## src/rtl/keypad_pkg.sv

```systemverilog
// Shared types and constants for the 4x4 keypad front end.
// Latency: n/a (package). Backpressure: n/a.
// Holds the FSM state enum, output codes, key map and row-pattern helpers.
package keypad_pkg;

  typedef enum logic [1:0] {
    SCAN     = 2'd0,
    DEBOUNCE = 2'd1,
    REPORT   = 2'd2,
    WAIT_REL = 2'd3
  } state_t;

  localparam logic [3:0] KEY_ERR   = 4'hA;
  localparam logic [3:0] KEY_BLANK = 4'hF;
  localparam logic [2:0] MAX_PRESS = 3'd4;

  // Key face labels indexed by {row, col}; entry 0 is row0/col0.
  //   r0: 1 2 3 A   r1: 4 5 6 B   r2: 7 8 9 C   r3: 0 F E D
  localparam logic [15:0][3:0] KEY_MAP = {
    4'hD, 4'hE, 4'hF, 4'h0,
    4'hC, 4'h9, 4'h8, 4'h7,
    4'hB, 4'h6, 4'h5, 4'h4,
    4'hA, 4'h3, 4'h2, 4'h1
  };

  // True when exactly one active-low row is pulled low.
  function automatic logic single_low(input logic [3:0] p);
    logic [3:0] n;
    n = ~p;
    return (n != 4'd0) && ((n & (n - 4'd1)) == 4'd0);
  endfunction

  // Index of the low row in a single-low pattern.
  function automatic logic [1:0] low_index(input logic [3:0] p);
    logic [1:0] idx;
    idx = 2'd0;
    for (int i = 0; i < 4; i++) begin
      if (!p[i]) idx = 2'(i);
    end
    return idx;
  endfunction

endpackage

```

## src/rtl/keypad_decode.sv

```systemverilog
// Maps a {row, col} key position to its 4-bit code plus digit/clear flags.
// Latency: combinational. Backpressure: none.
// Optional KEYPAD_CLEAR_KEY_EN turns key C into a clear key (code KEY_BLANK).
module keypad_decode
  import keypad_pkg::*;
(
  input  logic [1:0] row_idx_i,
  input  logic [1:0] col_idx_i,
  output logic [3:0] code_o,
  output logic       is_digit_o,
  output logic       is_clear_o
);

  logic [3:0] label;

  // Look up the key face, then fold non-digits onto the error or blank code.
  always_comb begin
    label      = KEY_MAP[{row_idx_i, col_idx_i}];
    is_digit_o = (label <= 4'd9);
`ifdef KEYPAD_CLEAR_KEY_EN
    is_clear_o = (label == 4'hC);
`else
    is_clear_o = 1'b0;
`endif
    if (is_digit_o) begin
      code_o = label;
    end else if (is_clear_o) begin
      code_o = KEY_BLANK;
    end else begin
      code_o = KEY_ERR;
    end
  end

endmodule

```

## src/rtl/keypad_scanner.sv

```systemverilog
// Scans a 4x4 active-low keypad, debounces one key, reports it as a 1-cycle strobe.
// Latency: key_valid DEBOUNCE_CYC+1 cycles after the detecting sample edge.
// Backpressure: none; consumer must take key_val/press_count on the strobe.
// Build option KEYPAD_CLEAR_KEY_EN (see keypad_decode) makes key C clear the entry.
module keypad_scanner #(
  parameter int SCAN_DIV     = 100000,
  parameter int DEBOUNCE_CYC = 1000000
) (
  input  logic       clk,
  input  logic       rst_n,
  input  logic [3:0] row,
  output logic [3:0] col,
  output logic [3:0] key_val,
  output logic [2:0] press_count,
  output logic       key_valid
);
  import keypad_pkg::*;

  localparam int CNT_MAX = (SCAN_DIV > DEBOUNCE_CYC) ? SCAN_DIV : DEBOUNCE_CYC;
  localparam int CW      = (CNT_MAX > 1) ? $clog2(CNT_MAX) : 1;
  localparam logic [CW-1:0] SCAN_LAST = CW'(SCAN_DIV - 1);
  localparam logic [CW-1:0] DEB_LAST  = CW'(DEBOUNCE_CYC - 1);

  logic [3:0]    sync1_q, rs_q;
  state_t        state_q, state_d;
  logic [1:0]    col_idx_q, col_idx_d;
  logic [CW-1:0] cnt_q, cnt_d;
  logic [3:0]    pat_q, pat_d;
  logic [1:0]    row_idx_q, row_idx_d;
  logic [3:0]    col_q;
  logic [3:0]    key_val_q, key_val_d;
  logic [2:0]    press_count_q, press_count_d;
  logic          key_valid_q, key_valid_d;

  logic [3:0]    dec_code;
  logic          dec_digit;
  logic          dec_clear;

  // Column and latched row are held from detection through WAIT_REL, so the
  // decoder sees a stable key position when REPORT fires.
  keypad_decode u_decode (
    .row_idx_i  (row_idx_q),
    .col_idx_i  (col_idx_q),
    .code_o     (dec_code),
    .is_digit_o (dec_digit),
    .is_clear_o (dec_clear)
  );

  // Two-flop synchronizer for the asynchronous row inputs.
  always_ff @(posedge clk or negedge rst_n) begin
    if (!rst_n) begin
      sync1_q <= 4'hF;
      rs_q    <= 4'hF;
    end else begin
      sync1_q <= row;
      rs_q    <= sync1_q;
    end
  end

  // Scan / debounce / report / release FSM and output next-state.
  always_comb begin
    state_d       = state_q;
    col_idx_d     = col_idx_q;
    cnt_d         = cnt_q;
    pat_d         = pat_q;
    row_idx_d     = row_idx_q;
    key_val_d     = key_val_q;
    press_count_d = press_count_q;
    key_valid_d   = 1'b0;
    case (state_q)
      SCAN: begin
        if (cnt_q == SCAN_LAST) begin
          cnt_d = '0;
          if (single_low(rs_q)) begin
            pat_d     = rs_q;
            row_idx_d = low_index(rs_q);
            state_d   = DEBOUNCE;
          end else begin
            col_idx_d = col_idx_q + 2'd1;
          end
        end else begin
          cnt_d = cnt_q + CW'(1);
        end
      end
      DEBOUNCE: begin
        // Any deviation (release, bounce, extra row) abandons this key.
        if (rs_q != pat_q) begin
          state_d   = SCAN;
          cnt_d     = '0;
          col_idx_d = col_idx_q + 2'd1;
        end else if (cnt_q == DEB_LAST) begin
          state_d = REPORT;
          cnt_d   = '0;
        end else begin
          cnt_d = cnt_q + CW'(1);
        end
      end
      REPORT: begin
        key_valid_d = 1'b1;
        key_val_d   = dec_code;
        if (dec_clear) begin
          press_count_d = 3'd0;
        end else if (dec_digit) begin
          // A fifth digit starts a fresh entry rather than saturating.
          press_count_d = (press_count_q == MAX_PRESS) ? 3'd1 : press_count_q + 3'd1;
        end
        state_d = WAIT_REL;
        cnt_d   = '0;
      end
      WAIT_REL: begin
        if (rs_q != 4'hF) begin
          cnt_d = '0;
        end else if (cnt_q == DEB_LAST) begin
          state_d   = SCAN;
          cnt_d     = '0;
          col_idx_d = col_idx_q + 2'd1;
        end else begin
          cnt_d = cnt_q + CW'(1);
        end
      end
      default: begin
        state_d = SCAN;
        cnt_d   = '0;
      end
    endcase
  end

  // State, counters and registered outputs.
  always_ff @(posedge clk or negedge rst_n) begin
    if (!rst_n) begin
      state_q       <= SCAN;
      col_idx_q     <= 2'd0;
      cnt_q         <= '0;
      pat_q         <= 4'hF;
      row_idx_q     <= 2'd0;
      col_q         <= 4'b1110;
      key_val_q     <= KEY_BLANK;
      press_count_q <= 3'd0;
      key_valid_q   <= 1'b0;
    end else begin
      state_q       <= state_d;
      col_idx_q     <= col_idx_d;
      cnt_q         <= cnt_d;
      pat_q         <= pat_d;
      row_idx_q     <= row_idx_d;
      col_q         <= ~(4'b0001 << col_idx_d);
      key_val_q     <= key_val_d;
      press_count_q <= press_count_d;
      key_valid_q   <= key_valid_d;
    end
  end

  assign col         = col_q;
  assign key_val     = key_val_q;
  assign press_count = press_count_q;
  assign key_valid   = key_valid_q;

endmodule

```

## config.mk

```make
export PLATFORM = sky130hd
export DESIGN_NAME = keypad_scanner
export DESIGN_NICKNAME = d
export VERILOG_FILES = /design/src/rtl/keypad_pkg.sv /design/src/rtl/keypad_decode.sv /design/src/rtl/keypad_scanner.sv
export SDC_FILE = /design/constraint.sdc
export NUM_CORES = 1
export LEC_CHECK = 0
export ABC_CLOCK_PERIOD_IN_PS = 2450
export CORE_MARGIN = 3
export CORE_UTILIZATION = 41
export CTS_CLUSTER_SIZE = 20
export DETAILED_ROUTE_END_ITERATION = 8
export PLACE_DENSITY_LB_ADDON = 0.12
export SYNTH_ARGS = -nofsm -noshare
export SYNTH_HDL_FRONTEND = slang
export SYNTH_HIERARCHICAL = 1
export SYNTH_SLANG_ARGS = --single-unit
export TNS_END_PERCENT = 1
```

## constraint.sdc

```tcl
create_clock -name clk -period 2.45 [get_ports clk]
set_input_delay 0.735 -clock clk [delete_from_list [all_inputs] [get_ports clk]]
set_output_delay 0.735 -clock clk [all_outputs]
set_load 0.005 [all_outputs]
```

# Word-level counts from Yosys, hierarchy flattened

Memory sizes are Yosys's and may differ from the RTL's.
Cells that the tools add are included.

Bits in read-only memories: 64
Memories: 1
Register bits: 50
Output and inout bits: 12

Memory list:

| name             | words | width | read ports | clocked after Yosys merged registers in | write ports | RTL line            | text |
|---|---|---|---|---|---|---|---|
| (name not given) | 16    | 4     | 1          | 0                                       | 0           | keypad_decode.sv:18 | `label = KEY_MAP[{row_idx_i, col_idx_i}];` |

Eq/ne operators: 13
$lt $le $gt $ge: 2
Bitwise operators: 3
Shift operators: 1
Reductions and logical operators: 7
Add/subtract/negate cells: 4
Multiplexer cells: 25

Operators by type and width:

| operator                                            | number |
|---|---|
| two-way mux 20 bit                                  | 4 |
| one-hot mux 20 bit (4 select lines)                 | 1 |
| two-way mux 2 bit                                   | 13 |
| adder 20 x 1 -> 20 bit (second input constant)      | 1 |
| == test 20 x 17 -> 1 bit (second input constant)    | 1 |
| == test 20 bit (second input constant)              | 1 |
| two-way mux 4 bit                                   | 2 |
| != test 2 bit (second input constant)               | 4 |
| inverter 4 bit                                      | 2 |
| one-hot mux 2 bit (4 select lines)                  | 1 |
| one-hot mux 2 bit (3 select lines)                  | 1 |
| < comparator 4 x 5 -> 1 bit (second input constant) | 1 |
| AND reduction 5 bit                                 | 1 |
| AND 4 bit                                           | 1 |
| == test 2 bit (second input constant)               | 2 |
| <= comparator 4 bit (second input constant)         | 1 |
| logical NOT 4 bit                                   | 1 |
| != test 4 bit                                       | 1 |
| != test 4 bit (second input constant)               | 1 |
| nonzero test 4 bit                                  | 1 |
| << shifter 1 x 2 -> 4 bit (first input constant)    | 1 |
| subtractor 4 x 1 -> 4 bit (second input constant)   | 1 |
| adder 3 x 1 -> 3 bit (second input constant)        | 1 |
| == test 3 bit (second input constant)               | 1 |
| 9 further kinds                                     | 10 |

# Depth between registers and ports, before layout

Gate-level depths: netlist (run 1).

Depth after elaboration: 10
Depth in mapped cells: 9
Mapped depth without buffers: 9

# Hierarchy

Netlist (run 1), hierarchy kept.

By module, submodules not included:

| module         | cells each | sequential area each (µm²) | instances | area each (µm²) |
|---|---|---|---|---|
| keypad_scanner | 249        | 1,275.0                    | 1         | 2,591.2 |
| keypad_decode  | 20         | 0.0                        | 1         | 173.9 |

# Worst setup path before layout (run 1)

No wires, ideal clock.

Kind: register to register
From: register cnt_q[0]
To: register row_idx_q[1]
Arrival time: 2.064 ns
Path buffers: 3
Setup slack: 0.257 ns
Stages on the path, launching flop included: 10
Cell sequence: dfrtp_1 > ha_1 > and4_1 > buf_4 > nand4_2 > buf_4 > or4_1 > buf_2 > o31ai_1 > o21ai_1

Longest elaborated chain between the ends: 2

Ends and longest elaborated chain:

| item                          | RTL line              | text |
|---|---|---|
| from (decl)                   | keypad_scanner.sv:27  | `logic [CW-1:0] cnt_q, cnt_d;` |
| from (signal assigned)        | keypad_scanner.sv:143 | `cnt_q <= cnt_d;` |
| == test 20 x 17 -> 1 bit      | keypad_scanner.sv:72  | `if (cnt_q == SCAN_LAST) begin` |
| AND reduction 3 bit (no line) | n/a                   |  |
| to (signal assigned)          | keypad_scanner.sv:145 | `row_idx_q <= row_idx_d;` |
| to (decl)                     | keypad_scanner.sv:29  | `logic [1:0] row_idx_q, row_idx_d;` |

Every way passes these cells.
A chain may end at the register's enable or synchronous reset.

# Worst setup path after layout (run 1)

From: register rs_q[3]
To: register col_idx_q[1]

Longest elaborated chain between the ends: 8
Elaborated cells on any way between the ends: 13
Those cells by class: add/sub (1); eq/ne (2); mux (5); bitwise (2); reduce/logical (3)

Ends and longest elaborated chain:

| item                                   | RTL line              | text |
|---|---|---|
| from (decl)                            | keypad_scanner.sv:24  | `logic [3:0] sync1_q, rs_q;` |
| from (signal assigned)                 | keypad_scanner.sv:56  | `rs_q <= sync1_q;` |
| inverter 4 bit                         | keypad_pkg.sv:29      | `n = ~p;` |
| subtractor 4 x 1 -> 4 bit              | keypad_pkg.sv:30      | `return (n != 4'd0) && ((n & (n - 4'd1)) == 4'd0);` |
| AND 4 bit                              | keypad_pkg.sv:30      |  |
| logical NOT 4 bit                      | keypad_pkg.sv:30      |  |
| logical AND 1 bit                      | keypad_pkg.sv:30      |  |
| two-way mux 2 bit                      | keypad_scanner.sv:74  | `if (single_low(rs_q)) begin` |
| two-way mux 2 bit                      | keypad_scanner.sv:72  |  |
| one-hot mux 2 bit (3 select lines) (*) | keypad_scanner.sv:70  | `case (state_q)` |
| named net col_idx_d[1]                 | keypad_scanner.sv:26  | `logic [1:0] col_idx_q, col_idx_d;` |
| to (signal assigned)                   | keypad_scanner.sv:142 | `col_idx_q <= col_idx_d;` |
| to (decl)                              | keypad_scanner.sv:26  |  |

Mark *: on every way through the listed nets, which the timed path passes. The rest lies on a longest branch.

==> results of run 1 <==
registers in the layout (all words and copies together) (netlist names), named ones only:
register	count
cnt_q	20
col_idx_q	2
key_val	4
rs_q	4
press_count	3
state_q	1
key_valid	1
col	4
sync1_q	4
row_idx_q	2
pat_q	4
worst reg2reg max path, stage by stage (launching register included):
cell and delay, ns:
dfstp_2 0.61, nand3_1 0.13, or4_4 0.53, or2_1 0.34
a2111oi_0 0.42, nand3_1 0.12
stage by stage:
stage               hold slack (ns)  TNS (ns)  utilization, %  cell area, um^2  std cells
floorplan                     0.345         0               -             2770        269
CTS                           0.361         0            48.6             3140        369
finish                        0.359         0            48.7             3150        369
global placement              0.346         0            46.8             3020        361
detailed placement            0.347         0            46.8             3020        361
global route                  0.366  -0.00848            48.7             3150        369
power by group:
group,internal [mW],switching (mW)
Sequential,0.838,0.00653
Combinational,0.0153,0.0305
Clock,0.336,0.274
kinds of logic after synthesis:
| group | after synthesis | synth area share [%] |
|---|---|---|
| AO/OA/AOI/OAI | 44 | 11.6 |
| adder cells (fa/ha/maj) | 7 | 3.17 |
| multiplexers | 12 | 5.25 |
| XOR/XNOR | 24 | 7.60 |
| other | 1 | 0.136 |
| flip-flops | 50 | 46.1 |
| buffers and inverters | 26 | 5.38 |
| AND/OR/NAND/NOR | 105 | 20.7 |
timing repair:
| item | CTS | global route |
|---|---|---|
| endpoints found under the setup margin | 0 | 4 |
| gates resized for setup | 0 | 2 |
| hold endpoints to repair | 0 | 0 |
| hold buffers | 0 | 0 |
synth_stat cells (4+ instances only):
master / number / share of area (%)
ha_1: 7 / 3.2
nand3_1: 18 / 3.3
nand4_1: 5 / 1.1
buf_4: 5 / 1.4
nand2_1: 15 / 2.0
clkbuf_1: 4 / 0.54
nor3_1: 5 / 0.90
a21oi_1: 8 / 1.4
nor2_1: 30 / 4.1
dfrtp_1: 31 / 28
nor2b_1: 5 / 1.1
mux2_2: 10 / 4.1
dfstp_2: 19 / 18
buf_6: 4 / 1.6
xor2_1: 21 / 6.7
inv_1: 10 / 1.4
worst paths after layout:
check,start,end,cells after the start
worst max-delay path,rs_q[3],col_idx_q[1],5
worst min-delay path,sync1_q[2],rs_q[2],0
worst max register to register,rs_q[3],col_idx_q[1],5
worst min register to register,sync1_q[2],rs_q[2],0
max in group asynchronous,rst_n,sync1_q[0],2
min in group asynchronous,rst_n,key_valid,1
layer usage:
metal	up-vias	global-route usage, %
li1	996	-
met1	965	21.2
met2	31	24.8
met3	5	3.95
met4	0	4.53
met5	-	0
cell type report:
cell class                      instances  area (um^2)
Clock buffer                            6         82.6
Clock inverter                          2         38.8
Fill cell                             627         3310
Inverter                               10         37.5
Multi-Input combinational cell        193         1350
Sequential cell                        50         1270
Tap cell                               77         96.3
Timing Repair Buffer                   31          270
==> impl_metrics.py, run 1 <==
metrics = {
    "clocking": {
        "cts_max_level": 2,
        "numClockSinks": 50,
        "tritoncts": "built",
        "cts_inserted_buffers": 5,
        "postCtsSetupBuffers": 0,
        "clk_latency_ns": 0.30,
        "clockBufferDepth": 2,
        "cts.clk_slew.worst_paths_ns": 0.09,
        "cts_root_buf": "clkbuf_8",
    },
    "synth": {
        "async_flop_share_pct": 100,
        "synthesis.area_um2": 2770,
        "synth.distinct_cells": 63,
        "synth_edf_count": 0,
        "ys_ff_latch": 50,
        "synth_warnings": 6,
        "synthesis.nets": 282,
        "seq_area_frac_synth_pct": 46.1,
        "ys.flop_type": "dfrtp_1",
        "synthCells": 269,
        "syn_area_per_cell_um2": 10.3,
    },
    "final_layout": {
        "diodes": 0,
        "mostFrequentLayoutCells": "31 x dfrtp_1, 30 x nor2_1, 21 x xor2_1, 19 x dfstp_2, 18 x nand3_1",
        "syn_to_final_growth_pct": 13.8,
        "layout-drive-gt1-share_pct": 22.3,
        "final_common_cell": "dfrtp_1",
        "final_nets": 304,
    },
    "global_routing": {
        "grt_pass1_vias": 2002,
        "grt_pass1_wl_um": 9470,
        "gr-usage-all-layers_pct": 15.6,
        "antenna_found_initial": 0,
        "grt-ovfl-total": 0,
        "grt_max_degree": 24,
    },
    "timing": {
        "tightest_slew_ns": 0.742,
        "finalClockSkew_ns": 0.00366,
        "hold_viol": 0,
        "final.setup.worst_slack_ns": 0.194,
        "period_share_pct": 92.1,
        "setup_viol": 0,
        "max_freq_mhz": 443,
        "slew_violations": 0,
        "rsz0062_at_grt": "true",
        "relSlewSlack_pct": 50.2,
        "period_minus_slack_ns": 2.26,
    },
    "detailed_routing": {
        "drt_wl_total_um": 5290,
        "routed-wl-met2_um": 2520,
        "first_iter_violations": 72,
        "wire_per_inst_um": 14.3,
        "routed_via_density": 5.41,
        "vias": 1997,
        "topRoutingLayerUsed": "met4",
        "drc": 0,
        "drt-met1-wl_um": 2550,
        "firstDrtPassIters": 4,
        "ant_nets": 0,
        "wl_met3_um": 166,
    },
    "floorplan": {
        "num_rows": 29,
        "die_area_um2": 7770,
        "fp.dieW_um": 88.1,
        "die_h_um": 88.1,
        "initial_core_util_pct": 42.8,
        "io-pin-count": 18,
        "core_area_um2": 6460,
    },
    "worst_setup_path": {
        "crit_top_cell": "nand3_1",
        "crit_fanout": 8,
        "worst_path_max_delay_cell": "dfstp_2",
        "worstSetupPathType": "register to register",
        "worstPathRequired_ns": 2.63,
        "worstPathCellList": "nand3_1 > or4_4 > or2_1 > a2111oi_0 > nand3_1",
        "cp_top_family": "simple AND/OR/NAND/NOR gates",
        "cpPeakStageDelay_ns": 0.61,
        "crit_buf_inv": 0,
        "worstPathArrival_ns": 2.44,
        "critPathCaptureType": "register",
        "startpoint_type": "register",
        "r2r_slack_ns": 0.19,
    },
    "power": {
        "finalPower_mw": 1.50,
        "powerDensity_nw_per_um2": 477,
        "vdd_drop_max_mv": 0.252,
        "power_leakage_nw": 1.37,
    },
    "place": {
        "portBuffers": 17,
        "dp_hpwl_um": 3870,
        "gp_congestion": 0.901,
        "dp_slack_ns": 0.124,
    },
    "status": {
        "outcome": "complete, no violations",
    },
    "hold_path": {
        "hp-class": "register to register",
    },
    "job": {
        "cap_viol_max_count": 0,
    },
}
(Power assumes the default switching activity.)
==> run 2: changes to the inputs <==
--- a/config.mk
+++ b/config.mk
@@ -5,12 +5,15 @@
 export SDC_FILE = /design/constraint.sdc
 export NUM_CORES = 1
 export LEC_CHECK = 0
+export ABC_AREA = 1
 export ABC_CLOCK_PERIOD_IN_PS = 2450
+export CORE_ASPECT_RATIO = 1.2
 export CORE_MARGIN = 3
 export CORE_UTILIZATION = 41
 export CTS_CLUSTER_SIZE = 20
 export DETAILED_ROUTE_END_ITERATION = 8
 export PLACE_DENSITY_LB_ADDON = 0.12
+export SETUP_SLACK_MARGIN = 0.02
 export SYNTH_ARGS = -nofsm -noshare
 export SYNTH_HDL_FRONTEND = slang
 export SYNTH_HIERARCHICAL = 1
==> run 2 against run 1 <==
- wire length is 0.66% higher
- combinational power is 6.8% lower
- total power is 8.2% lower
==> impl_metrics.py, run 2 <==
metrics = {
    "status": {
        "outcome": "complete, no violations",
    },
    "synth": {
        "synth_top_area_cell": "dfrtp_1",
        "synth_warnings": 6,
        "async_flop_share_pct": 100,
        "synthCells": 360,
        "synth.mux.area_fraction_pct": 0,
        "synthesis.area_um2": 2800,
        "synth-xor-area-share_pct": 2.50,
        "synth_fa_ha_area_share_pct": 3.13,
        "netlist.area_leader.share_pct": 27.7,
        "seq_area_frac_synth_pct": 45.6,
        "synth_edf_count": 0,
        "synth_top_family_by_area": "simple AND/OR/NAND/NOR gates",
        "ys_top_cells_by_count": "99 x nand2_1, 58 x nor2_1, 48 x inv_1",
        "synthesis.nets": 373,
        "syn_area_per_cell_um2": 7.77,
        "ys_ff_latch": 50,
        "synth_compound_area_share_pct": 5.27,
        "ys.flop_type": "dfrtp_1",
        "synth.distinct_cells": 36,
        "synth_area_leaders": "dfrtp_1 28%, dfstp_2 18%, nand2_1 13%",
        "synth-simple-area-share_pct": 35.3,
        "synth_most_common_cell": "nand2_1",
    },
    "timing": {
        "hold_ws_ns": 0.357,
        "period_minus_slack_ns": 2.07,
        "max_freq_mhz": 484,
        "period_share_pct": 84.4,
        "final.setup.worst_slack_ns": 0.382,
        "relSlewSlack_pct": 63.4,
        "tns_ns": 0,
        "rsz0062_at_grt": "false",
        "hold_viol": 0,
        "setup_viol": 0,
        "finalClockSkew_ns": 0.00886,
        "tightest_slew_ns": 0.550,
        "slew_violations": 0,
    },
    "worst_setup_path": {
        "worstPathRequired_ns": 1.71,
        "cpPeakStageDelay_ns": 0.54,
        "r2r_slack_ns": 0.56,
        "startpoint_type": "register",
        "worstSetupPathType": "register to primary output",
        "crit_fanout": 2,
        "worstPathArrival_ns": 1.33,
        "reg2reg_to": "press_count[0]",
        "rr_worst_depth": 10,
        "crit_buf_inv": 1,
        "worstReg2RegStart": "col_idx_q[0]",
        "worst_path_max_delay_cell": "dfstp_2",
        "critPathCaptureType": "primary output",
        "worstPathCellList": "clkdlybuf4s50_1",
        "cp_top_family": "flip-flops",
    },
    "final_layout": {
        "post-route-util_pct": 48.4,
        "final_common_cell": "nand2_1",
        "mostFrequentLayoutCells": "99 x nand2_1, 58 x nor2_1, 48 x inv_1, 31 x dfrtp_1, 19 x dfstp_2",
        "largest_register_ffs": 20,
        "fin_area_um2": 3160,
        "regMostFlops": "cnt_q",
        "final_nets": 395,
        "syn_to_final_growth_pct": 12.7,
        "stdcell_count": 468,
        "layout-drive-gt1-share_pct": 15.4,
        "diodes": 0,
        "fillers": 634,
    },
    "clocking": {
        "cts_inserted_buffers": 5,
        "cts_max_level": 2,
        "cts.clk_slew.worst_paths_ns": 0.09,
        "postCtsSetupBuffers": 0,
        "hold_buffers": 0,
        "numClockSinks": 50,
        "cts_root_buf": "clkbuf_8",
        "ctsResizeCount": 0,
        "tritoncts": "built",
        "clockBufferDepth": 2,
        "clk_latency_ns": 0.30,
    },
    "detailed_routing": {
        "wire_per_inst_um": 11.4,
        "ant_nets": 0,
        "first_iter_violations": 70,
        "drc": 0,
        "routed_via_density": 4.70,
        "drt_wl_total_um": 5330,
        "firstDrtPassIters": 4,
        "vias": 2199,
    },
    "floorplan": {
        "io-pin-count": 18,
        "die_area_um2": 7860,
        "num_rows": 32,
        "fp.dieW_um": 81.4,
        "initial_core_util_pct": 42.9,
        "die_h_um": 96.5,
        "core_area_um2": 6530,
    },
    "hold_path": {
        "min_path_cells": 0,
        "hold_start": "sync1_q[3]",
        "whs_endpoint": "rs_q[3]",
        "hp-class": "register to register",
    },
    "place": {
        "placed_area_um2": 3060,
        "place_inst": 460,
        "dp_hpwl_um": 4100,
        "gp_congestion": 0.851,
        "dp_slack_ns": 0.561,
        "portBuffers": 17,
    },
    "power": {
        "power_leakage_nw": 1.47,
        "powerDensity_nw_per_um2": 437,
        "finalPower_mw": 1.38,
        "vdd_drop_max_mv": 0.237,
    },
    "global_routing": {
        "grt_pass1_vias": 2117,
        "grt-ovfl-total": 0,
        "grt_pass1_wl_um": 9160,
        "gr-usage-all-layers_pct": 14.9,
        "grt_max_degree": 28,
        "antenna_found_initial": 0,
    },
    "job": {
        "cap_viol_max_count": 0,
    },
}
## run 2: how the worst max path moves through the flow
stage,start,to,slack [ns],depth (start not counted)
floorplan,col_idx_q[0],press_count[0],0.70,10
global placement,col_idx_q[0],press_count[1],0.60,10
detailed placement,col_idx_q[0],press_count[2],0.56,11
CTS,key_val[1],key_val[1],0.36,1
global route,col_idx_q[0],press_count[2],0.29,10
finish,key_val[1],key_val[1],0.38,1
## run 2: per-layer routing
layer / vias up / GRT usage (%) / part of all wire, %
li1: 1151 / - / -
met1: 1019 / 17.1 / 45
met2: 21 / 27.2 / 51
met3: 8 / 2.88 / 1.9
met4: 0 / 5.35 / 1.7
met5: - / 0 / 0
## run 2: kinds of logic (layout without fill, tap and decap cells)
group | count (synthesis) | count (layout)
buffers and inverters | 56 | 79
XOR/XNOR | 8 | 8
AO/OA/AOI/OAI | 24 | 24
adder cells (fa/ha/maj) | 7 | 7
AND/OR/NAND/NOR | 214 | 214
other | 1 | 1
flip-flops | 50 | 50
## run 2: final cells by class
cell class | instances | area (um^2) | area share [%]
timing repair buffer | 18 | 185 | 5.87
clock buffer | 7 | 86.3 | 2.74
inverter | 53 | 201 | 6.38
sequential | 50 | 1270 | 40.4
clock inverter | 1 | 5.00 | 0.159
tap | 85 | 106 | 3.37
multi-input combinational | 254 | 1300 | 41.1
## run 2: where the power goes
part | internal [mW] | switching [mW]
registers | 0.838 | 0.00547
clock network | 0.228 | 0.264
logic | 0.0149 | 0.0277
==> run 3: changes to the inputs <==
--- a/config.mk
+++ b/config.mk
@@ -6,7 +6,7 @@
 export NUM_CORES = 1
 export LEC_CHECK = 0
 export ABC_AREA = 1
-export ABC_CLOCK_PERIOD_IN_PS = 2450
+export ABC_CLOCK_PERIOD_IN_PS = 1810
 export CORE_ASPECT_RATIO = 1.2
 export CORE_MARGIN = 3
 export CORE_UTILIZATION = 41
==> constraint.sdc (replaced) <==
create_clock -name clk -period 1.81 [get_ports clk]
set_input_delay 0.543 -clock clk [delete_from_list [all_inputs] [get_ports clk]]
set_output_delay 0.543 -clock clk [all_outputs]
set_load 0.005 [all_outputs]
==> run 3 against run 2 <==
- core utilization up 1.2 points
- worst setup slack worse by 0.30 ns
- global-route usage is essentially flat
- sequential cell count stayed put
- first-iteration DRC count shrank 2.9%
- cell count rose by 1.5%
- clock skew decreased by 0.0020 ns
- combinational power increased by 44%
- worst hold slack got worse by 0.15 ns
- via count is essentially flat
==> impl_metrics.py, run 3 (synthesized netlist as in run 2, its figures left out) <==
metrics = {
    "clocking": {
        "cts.clk_slew.worst_paths_ns": 0.08,
        "clockBufferDepth": 2,
        "numClockSinks": 50,
        "postCtsSetupBuffers": 0,
        "cts_root_buf": "clkbuf_8",
        "clk_latency_ns": 0.30,
        "cts_max_level": 2,
        "hold_buffers": 0,
        "tritoncts": "built",
        "cts_inserted_buffers": 5,
    },
    "power": {
        "finalPower_mw": 1.82,
        "powerDensity_nw_per_um2": 563,
        "power_leakage_nw": 1.53,
        "vdd_drop_max_mv": 0.269,
    },
    "timing": {
        "hold_viol": 0,
        "period_minus_slack_ns": 1.72,
        "period_share_pct": 95.3,
        "finalClockSkew_ns": 0.00689,
        "slew_violations": 0,
        "setup_viol": 0,
        "tns_ns": 0,
        "hold_ws_ns": 0.212,
        "max_freq_mhz": 580,
        "final.setup.worst_slack_ns": 0.0856,
        "rsz0062_at_grt": "true",
    },
    "worst_setup_path": {
        "worstPathArrival_ns": 1.18,
        "reg2reg_to": "press_count[1]",
        "worstPathRequired_ns": 1.27,
        "r2r_slack_ns": 0.10,
        "crit_fanout": 3,
        "worst_path_max_delay_cell": "clkdlybuf4s50_1",
        "cp_top_family": "buffers and inverters",
        "worstPathCellList": "clkdlybuf4s50_1",
        "crit_buf_inv": 1,
        "cpPeakStageDelay_ns": 0.51,
        "worstSetupPathType": "register to primary output",
        "worstReg2RegStart": "col_idx_q[0]",
        "rr_worst_depth": 10,
        "startpoint_type": "register",
        "critPathCaptureType": "primary output",
    },
    "status": {
        "outcome": "complete, no violations",
    },
    "final_layout": {
        "layout-drive-gt1-share_pct": 19.7,
        "stdcell_count": 475,
        "seq_area_um2": 1280,
        "largest_register_ffs": 20,
        "final_common_cell": "nand2_1",
        "multi_input_area_um2": 1330,
        "syn_to_final_growth_pct": 15.6,
        "mostFrequentLayoutCells": "99 x nand2_1, 51 x nor2_1, 47 x inv_1, 30 x dfrtp_1, 19 x dfstp_2",
        "fillers": 625,
        "final_nets": 402,
        "regMostFlops": "cnt_q",
        "diodes": 0,
    },
    "floorplan": {
        "io-pin-count": 18,
        "core_area_um2": 6530,
        "num_rows": 32,
        "die_h_um": 96.5,
        "die_area_um2": 7860,
        "fp.dieW_um": 81.4,
        "initial_core_util_pct": 42.9,
    },
    "detailed_routing": {
        "vias": 2198,
        "ant_nets": 0,
        "first_iter_violations": 68,
        "routed_via_density": 4.63,
        "drt_wl_total_um": 5160,
        "firstDrtPassIters": 4,
        "wire_per_inst_um": 10.9,
        "drc": 0,
    },
    "place": {
        "portBuffers": 17,
        "gp_congestion": 0.841,
        "dp_slack_ns": -0.0314,
        "dp_hpwl_um": 3980,
        "place_inst": 467,
    },
    "global_routing": {
        "grt_pass1_vias": 2159,
        "grt_max_degree": 51,
        "grt_pass1_wl_um": 9160,
        "gr-usage-all-layers_pct": 14.9,
        "antenna_found_initial": 0,
        "grt-ovfl-total": 0,
    },
    "job": {
        "cap_viol_max_count": 0,
    },
    "hold_path": {
        "hp-class": "primary input to async pin",
    },
}
run 3: metal layers:
metal / global-route usage (%) / share of wire (%)
met1: 16.3 / 44
met2: 28.2 / 53
met3: 3.34 / 2.4
met4: 4.65 / 0.91
met5: 0 / 0
run 3: worst max-delay path by stage:
stage                         startpoint             end  depth (start not counted)
after detailed placement    col_idx_q[0]  press_count[1]                         10
after CTS                 press_count[2]  press_count[2]                          1
final                     press_count[0]  press_count[0]                          1
after floorplan             col_idx_q[0]  press_count[0]                         10
after global routing        col_idx_q[0]  press_count[0]                         10
after global placement      col_idx_q[0]  press_count[2]                         11
run 3: final cells by class:
| class | instances | share of cell area [%] |
|---|---|---|
| multi-input cells | 254 | 41.1 |
| inverters | 53 | 6.49 |
| repair buffers | 25 | 7.23 |
| flip-flops and latches | 50 | 39.4 |
| well taps | 85 | 3.29 |
| clock buffers | 8 | 2.47 |
run 3: what timing repair did:
| action | 4_1_cts | 5_1_grt |
|---|---|---|
| resized for setup | 10 | 16 |
| gates cloned | 0 | 0 |
| hold endpoints to repair | 0 | 0 |
| setup endpoints to repair | 10 | 26 |
| pin swaps | 0 | 3 |
run 3: through the flow:
stage / instance area, um^2 / utilization [%]
2_1_floorplan: 2800 / -
5_1_grt: 3240 / 49.6
3_3_place_gp: 3120 / 47.8
3_5_place_dp: 3120 / 47.8
6_report: 3240 / 49.6
4_1_cts: 3190 / 48.9
run 3: where the power goes:
group	switching [mW]	internal, mW	leakage, nW
Sequential	0.00754	1.13	0.605
Clock	0.345	0.275	0.0395
Combinational	0.0402	0.0213	0.889
Total	0.393	1.43	1.53
